## src/rtl/fpu_result_tx.sv

```systemverilog
// Serialises a 32-bit FPU result over a UART line as four 8N1 bytes, MSB byte first.
// The result is captured once at start acceptance so later input changes cannot corrupt a frame.
module fpu_result_tx #(
  parameter int CLKS_PER_BIT = 10417,
  parameter int NUM_BYTES    = 4
) (
  input  logic        clk,
  input  logic        reset,
  input  logic        start,
  input  logic [31:0] result,
  output logic        busy,
  output logic        done,
  output logic        tx,
  output logic [1:0]  dbg_state_o
);

  localparam int            CW        = (CLKS_PER_BIT > 1) ? $clog2(CLKS_PER_BIT) : 1;
  localparam logic [CW-1:0] BAUD_LAST = CW'(CLKS_PER_BIT - 1);
  localparam logic [1:0]    BYTE_LAST = 2'(NUM_BYTES - 1);

  typedef enum logic [1:0] {IDLE, START_BIT, DATA_BITS, STOP_BIT} state_t;

  state_t        state_q, state_d;
  logic [CW-1:0] baud_q, baud_d;
  logic [2:0]    bit_q, bit_d;
  logic [1:0]    byte_q, byte_d;
  logic [31:0]   shadow_q, shadow_d;
  logic          tx_q, tx_d;
  logic          done_q, done_d;

  logic [7:0] cur_byte;
  logic [2:0] bit_nxt;
  logic       bit_end;

  always_comb begin
    case (byte_q)
      2'd0:    cur_byte = shadow_q[31:24];
      2'd1:    cur_byte = shadow_q[23:16];
      2'd2:    cur_byte = shadow_q[15:8];
      default: cur_byte = shadow_q[7:0];
    endcase
  end

  assign bit_nxt = bit_q + 3'd1;
  assign bit_end = (baud_q == BAUD_LAST);

  // tx_d is the line level for the next cycle, so tx changes on the same edge as the state.
  always_comb begin
    state_d  = state_q;
    baud_d   = baud_q;
    bit_d    = bit_q;
    byte_d   = byte_q;
    shadow_d = shadow_q;
    tx_d     = tx_q;
    done_d   = 1'b0;
    case (state_q)
      IDLE: begin
        tx_d   = 1'b1;
        baud_d = '0;
        if (start) begin
          shadow_d = result;
          byte_d   = 2'd0;
          bit_d    = 3'd0;
          tx_d     = 1'b0;
          state_d  = START_BIT;
        end
      end
      START_BIT: begin
        if (bit_end) begin
          baud_d  = '0;
          bit_d   = 3'd0;
          tx_d    = cur_byte[0];
          state_d = DATA_BITS;
        end else begin
          baud_d = baud_q + CW'(1);
        end
      end
      DATA_BITS: begin
        if (bit_end) begin
          baud_d = '0;
          if (bit_q == 3'd7) begin
            tx_d    = 1'b1;
            state_d = STOP_BIT;
          end else begin
            bit_d = bit_nxt;
            tx_d  = cur_byte[bit_nxt];
          end
        end else begin
          baud_d = baud_q + CW'(1);
        end
      end
      STOP_BIT: begin
        if (bit_end) begin
          baud_d = '0;
          if (byte_q == BYTE_LAST) begin
            tx_d    = 1'b1;
            done_d  = 1'b1;
            state_d = IDLE;
          end else begin
            byte_d  = byte_q + 2'd1;
            tx_d    = 1'b0;
            state_d = START_BIT;
          end
        end else begin
          baud_d = baud_q + CW'(1);
        end
      end
      default: state_d = IDLE;
    endcase
  end

  always_ff @(posedge clk) begin
    if (reset) begin
      state_q  <= IDLE;
      baud_q   <= '0;
      bit_q    <= '0;
      byte_q   <= '0;
      shadow_q <= '0;
      tx_q     <= 1'b1;
      done_q   <= 1'b0;
    end else begin
      state_q  <= state_d;
      baud_q   <= baud_d;
      bit_q    <= bit_d;
      byte_q   <= byte_d;
      shadow_q <= shadow_d;
      tx_q     <= tx_d;
      done_q   <= done_d;
    end
  end

  assign busy        = (state_q != IDLE);
  assign done        = done_q;
  assign tx          = tx_q;
  assign dbg_state_o = state_q;

endmodule
```

## config.mk

```make
export PLATFORM = sky130hd
export DESIGN_NAME = fpu_result_tx
export DESIGN_NICKNAME = d
export VERILOG_FILES = /design/src/rtl/fpu_result_tx.sv
export SDC_FILE = /design/constraint.sdc
export NUM_CORES = 1
export LEC_CHECK = 0
export BUFFER_PORTS_ARGS = -buffer_cell sky130_fd_sc_hd__buf_2
export CORE_UTILIZATION = 45
export CTS_CLUSTER_SIZE = 24
export DETAILED_ROUTE_END_ITERATION = 16
export PLACE_DENSITY = 0.75
export SETUP_SLACK_MARGIN = 0.5
export SYNTH_ARGS = -nofsm -noshare
export SYNTH_HDL_FRONTEND = slang
export SYNTH_SLANG_ARGS = --single-unit
```

## constraint.sdc

```tcl
create_clock -name clk -period 4.24 [get_ports clk]
set_clock_uncertainty 0.1 [all_clocks]
set_input_delay 0.424 -clock clk [delete_from_list [all_inputs] [get_ports clk]]
set_output_delay 0.424 -clock clk [all_outputs]
set_load 0.02 [all_outputs]
```

# Word-level counts from Yosys, hierarchy flattened
# Cells that the tools add are included.
[word_totals]
ff_bits = 55
out_inout_bits = 5
word_cells = 68
[op_classes]
add_sub_neg = 3
eq_ne = 15
magnitude_cmp = 1
muxes = 28
reduce_logical = 12
bitwise = 2
[op_table]
columns = ["operator", "count"]
rows = [
  ["$pmux 14 s2", 1],
  ["$pmux 8 s3", 1],
  ["$mux 2", 8],
  ["$add 14x1->14 const B", 1],
  ["$eq 14x14->1 const B", 1],
  ["$mux 14", 1],
  ["$ne 2x2->1 const B", 7],
  ["$mux 3", 4],
  ["$reduce_and 5->1", 2],
  ["$pmux 3 s3", 1],
  ["$eq 2x2->1 const B", 4],
  ["$mux 1", 8],
  ["$pmux 2 s4", 1],
  ["$reduce_or 3->1", 2],
  ["$eq 2x1->1 const B", 2],
  ["$logic_not 2->1", 2],
  ["$lt 3x4->1 const B", 1],
  ["$pmux 1 s4", 1],
  ["$pmux 2 s2", 1],
  ["$reduce_and 4->1", 1],
  ["$reduce_bool 2->1", 2],
  ["$add 3x1->3 const B", 1],
  ["$bmux 1 s3", 1],
  ["$eq 3x3->1 const B", 1],
  ["other kinds (5)", 6],
]

# Logic depth before layout (Yosys ltp)
[depth]
depth_word = 7
ltp_mapped = 8
mapped_depth_nobuf = 7

# Least setup slack after synthesis
# No wires, ideal clock.
[synth_timing]
path_type = "register to register"
from = "register byte_q[0]"
to = "register tx_q, in the netlist tx"
path_slack_ns = 1.823
path_buffers = 1
required_time_ns = 4.018
synth_period_minus_slack_ns = 2.417
t_arrival_ns = 2.195
stages_incl_launch_ff = 9
path_cell_list = "dfxtp_1 > inv_1 > ha_1 > buf_6 > a222oi_1 > a21oi_1 > mux4_2 > a211o_1 > a221o_1"
[synth_between]
elab_chain_len = 7
[synth_rtl]
columns = ["item", "line", "rtl"]
rows = [
  ["start: declaration", "26", "logic [1:0] byte_q, byte_d;"],
  ["start signal: assignment", "125", "byte_q <= byte_d;"],
  ["$eq 2x2->1 (tied with other cells)", "36", "case (byte_q)"],
  ["$pmux 8 s3", "36", ""],
  ["$bmux 1 s3", "86", "tx_d = cur_byte[bit_nxt];"],
  ["$mux 1 (implied by the code)", "86", ""],
  ["$mux 1", "81", "if (bit_q == 3'd7) begin"],
  ["$mux 1", "79", "if (bit_end) begin"],
  ["$pmux 1 s4 *", "56", "case (state_q)"],
  ["end signal: assignment", "127", "tx_q <= tx_d;"],
  ["end: declaration", "28", "logic tx_q, tx_d;"],
]
# Mark *: on every way between the ends. The rest lies on a longest branch, timed or not. The select of a mux whose other input is x is not followed.
# A chain may end at the register's enable or synchronous reset.

# Final worst setup path
# Same ends and word-level chain as after synthesis.

==> reports/results.txt <==
status: finished clean
Final WS setup: 1.63 ns
startpoint types: flip-flop
switching portion of total power: 35.8%
first-pass GRT wire length: 9340 um
Slew headroom: 28.4%
Worst Setup End Kind: flip-flop
RR Endpoint: tx$_SDFFE_PP1P_
core area: 0.00557 sq mm
Top FF cell, synth: dfxtp_1
Placed Cells: 418
nets@finish: 400
Peak VDD IR: 242 uV
Clock Tree Root: clkbuf_8
Flop pwr share: 46.4%
Least-Margin Pin Slew: 1.07 ns
Area growth syn-to-layout: 11.0%
Vias/cell: 5.35
leak pwr: 1.13 nW
postcts setup bufs: 0
fin crit period: 2.61 ns
Mapped Cells: 327
DP Wirelength: 3930 um
Post-synth top cells: nand2_1, dfxtp_1, a21oi_1
sequential area share after synthesis: 41.8%
flops & latches, synth: 55
1st-iter DRT viols: 169
aggregate negative setup slack: 0 ns
Fin. Hold Viols: 0
die width: 78.5 um
slowest cell on the critical path: mux4_2
max-cap violation count: 0
post-route ant nets: 0
Worst path depth: 7
clock slew at reported path FFs: 0.10 ns
Synth Net Count: 374
worst skew pair latency: 0.31 ns
Non-Filler Instances: 426
PD cells: 472 mW/mm^2
Worst Path Required: 4.35 ns
reg2reg start: byte_q[0]$_SDFFE_PP0P_
Clock power frac: 22.3%
RSZ-0062 raised after global routing: no
clk sink count: 55
Post-Syn Area: 0.00263 sq mm
CP Max Fanout: 8
GP Congestion: 0.871
Antenna Cells: 0
CP top delay family: compound AO/OA/AOI/OAI gates
CTS tree: done
CP Cell Sequence: inv_1 > ha_1 > a222oi_1 > a21oi_1 > mux4_2 > a211o_1 > a221o_1
DIE HEIGHT: 78.5 um
synth top area cells: dfxtp_1, nand2_1, a21oi_1
syn_area_per_cell: 8.05 sq um
Overflow after GRT: 0
Ys Warns: 0
crit path to: tx$_SDFFE_PP1P_
WHS: 0.233 ns
R2R cell count: 7
All-Layer GR Usage: 19.1%
Final Power: 1.38 mW
top-count cell post-synth: nand2_1
combinational share of power: 31.3%
CP Launch Point: byte_q[0]$_SDFFE_PP0P_
min-delay worst type: in2reg
vias in the first global route: 2,125
Bufs and invs on worst path: 1
# setup viols final: 0
Worst path max stage delay: 0.45 ns
CTS Buffer Depth: 2
# DRC: 0
Tcrit/Tclk final: 61.5%
# rows: 27
top cell type's share of synthesized area: 41.8%
Max Slew Vio Count: 0
Vias: 2,280
fraction of layout cells with a size suffix above 1: 14.7%
Place WS: 1.66 ns
IO Port Bufs: 39
first-pass detailed-route iteration total: 5
WL/cell: 12.8 um
initial antenna violation count: 0
Routed WL: 5470 um
largest net degree at the start of global routing: 43
H-tree depth: 2
Psw: 0.493 mW
starting density of the core: 47.2%
Pint: 0.885 mW
hold_buf cts: 0
post-CTS resize count: 0
biggest area consumer among synthesized cells: dfxtp_1
CP arrival: 2.72 ns
Setup CP Type: reg2reg
Synth cell types: 43
r2r setup slk: 1.63 ns
EDFF count, synth: 0
fmax: 383 MHz
CTS Buf Count: 5
die area: 0.00616 sq mm
Synth async-reset ratio: 0%
I/O pin cnt: 40
==> worst min-delay path: stages <==
cell,delay (ns)
buf_2,0.10
nand2_1,0.04
a21oi_1,0.05
==> routing by layer <==
metal  share of wire, %  global-route usage [%]  wire (um)
met4                1.8                    8.89         97
met5                  0                       0          0
met3                3.6                    3.60        195
met2                 47                    32.0       2580
met1                 48                    23.6       2600
==> power groups by stage <==
stage | Sequential [mW] | Combinational [mW] | Clock [mW]
5_1_grt | 0.648 | 0.489 | 0.336
6_report | 0.640 | 0.431 | 0.307
4_1_cts | 0.639 | 0.431 | 0.314
3_3_place_gp | 0.651 | 0.422 | 0
2_1_floorplan | 0.647 | 0.324 | 0
3_5_place_dp | 0.652 | 0.428 | 0
==> through the flow <==
stage	area, sq um	util, %
after floorplan	2630	-
after global placement	2820	50.6
after detailed placement	2820	50.6
after CTS	2920	52.4
after global routing	2920	52.4
final	2920	52.4
==> area by class of cell <==
class                      instances  area [sq um]
clock buffer                       6          82.6
tap                               72          90.1
clock inverter                     2          16.3
timing repair buffer              39           195
fill                             583          2650
inverter                          11          41.3
multi-input combinational        241          1390
sequential                        55          1100
==> sequential cells by signal (all words and copies together) (netlist names) <==
name,cells
baud_q,14
bit_q,3
byte_q,2
dbg_state_o,2
done,1
shadow_q,32
tx,1
==> kinds of logic after synthesis <==
| logic type | count (synthesis) | synth area share (%) |
|---|---|---|
| xor+xnor | 11 | 3.66 |
| flops | 55 | 41.8 |
| simple gates | 136 | 23.3 |
| compound gates | 79 | 18.7 |
| buf+inv | 31 | 5.18 |
| fa+ha+maj | 12 | 5.71 |
| mux | 3 | 1.62 |
==> placed cells by master, fill, tap and decap left out, types with 2 or more instances in the layout <==
cell and instances:
a222oi_1 6, nor2b_1 6, nand4_1 6, ha_1 12, xor2_1 5, clkbuf_8 6, and2_1 2, o21ai_0 9
nand2_1 79, o21a_1 5, a211oi_1 4, nand3_1 5, xnor2_1 6, dfxtp_1 55, a22oi_1 2, nor2_1 19
a211o_1 2, buf_2 39, inv_1 11, and3_1 4, a21oi_1 44, mux2i_1 2, or3_1 3, nor3_1 4
==> how the worst min path moves through the flow <==
stage | from | to | slack (ns) | cells past startpoint
6_report | result[5] | shadow_q[5]$_SDFFE_PP0P_ | 0.23 | 3
3_3_place_gp | shadow_q[2]$_SDFFE_PP0P_ | shadow_q[2]$_SDFFE_PP0P_ | 0.34 | 2
2_1_floorplan | shadow_q[3]$_SDFFE_PP0P_ | shadow_q[3]$_SDFFE_PP0P_ | 0.34 | 2
3_5_place_dp | shadow_q[1]$_SDFFE_PP0P_ | shadow_q[1]$_SDFFE_PP0P_ | 0.35 | 2
4_1_cts | result[13] | shadow_q[13]$_SDFFE_PP0P_ | 0.23 | 3
5_1_grt | result[3] | shadow_q[3]$_SDFFE_PP0P_ | 0.23 | 3
Power figures use the tool's default switching activity.
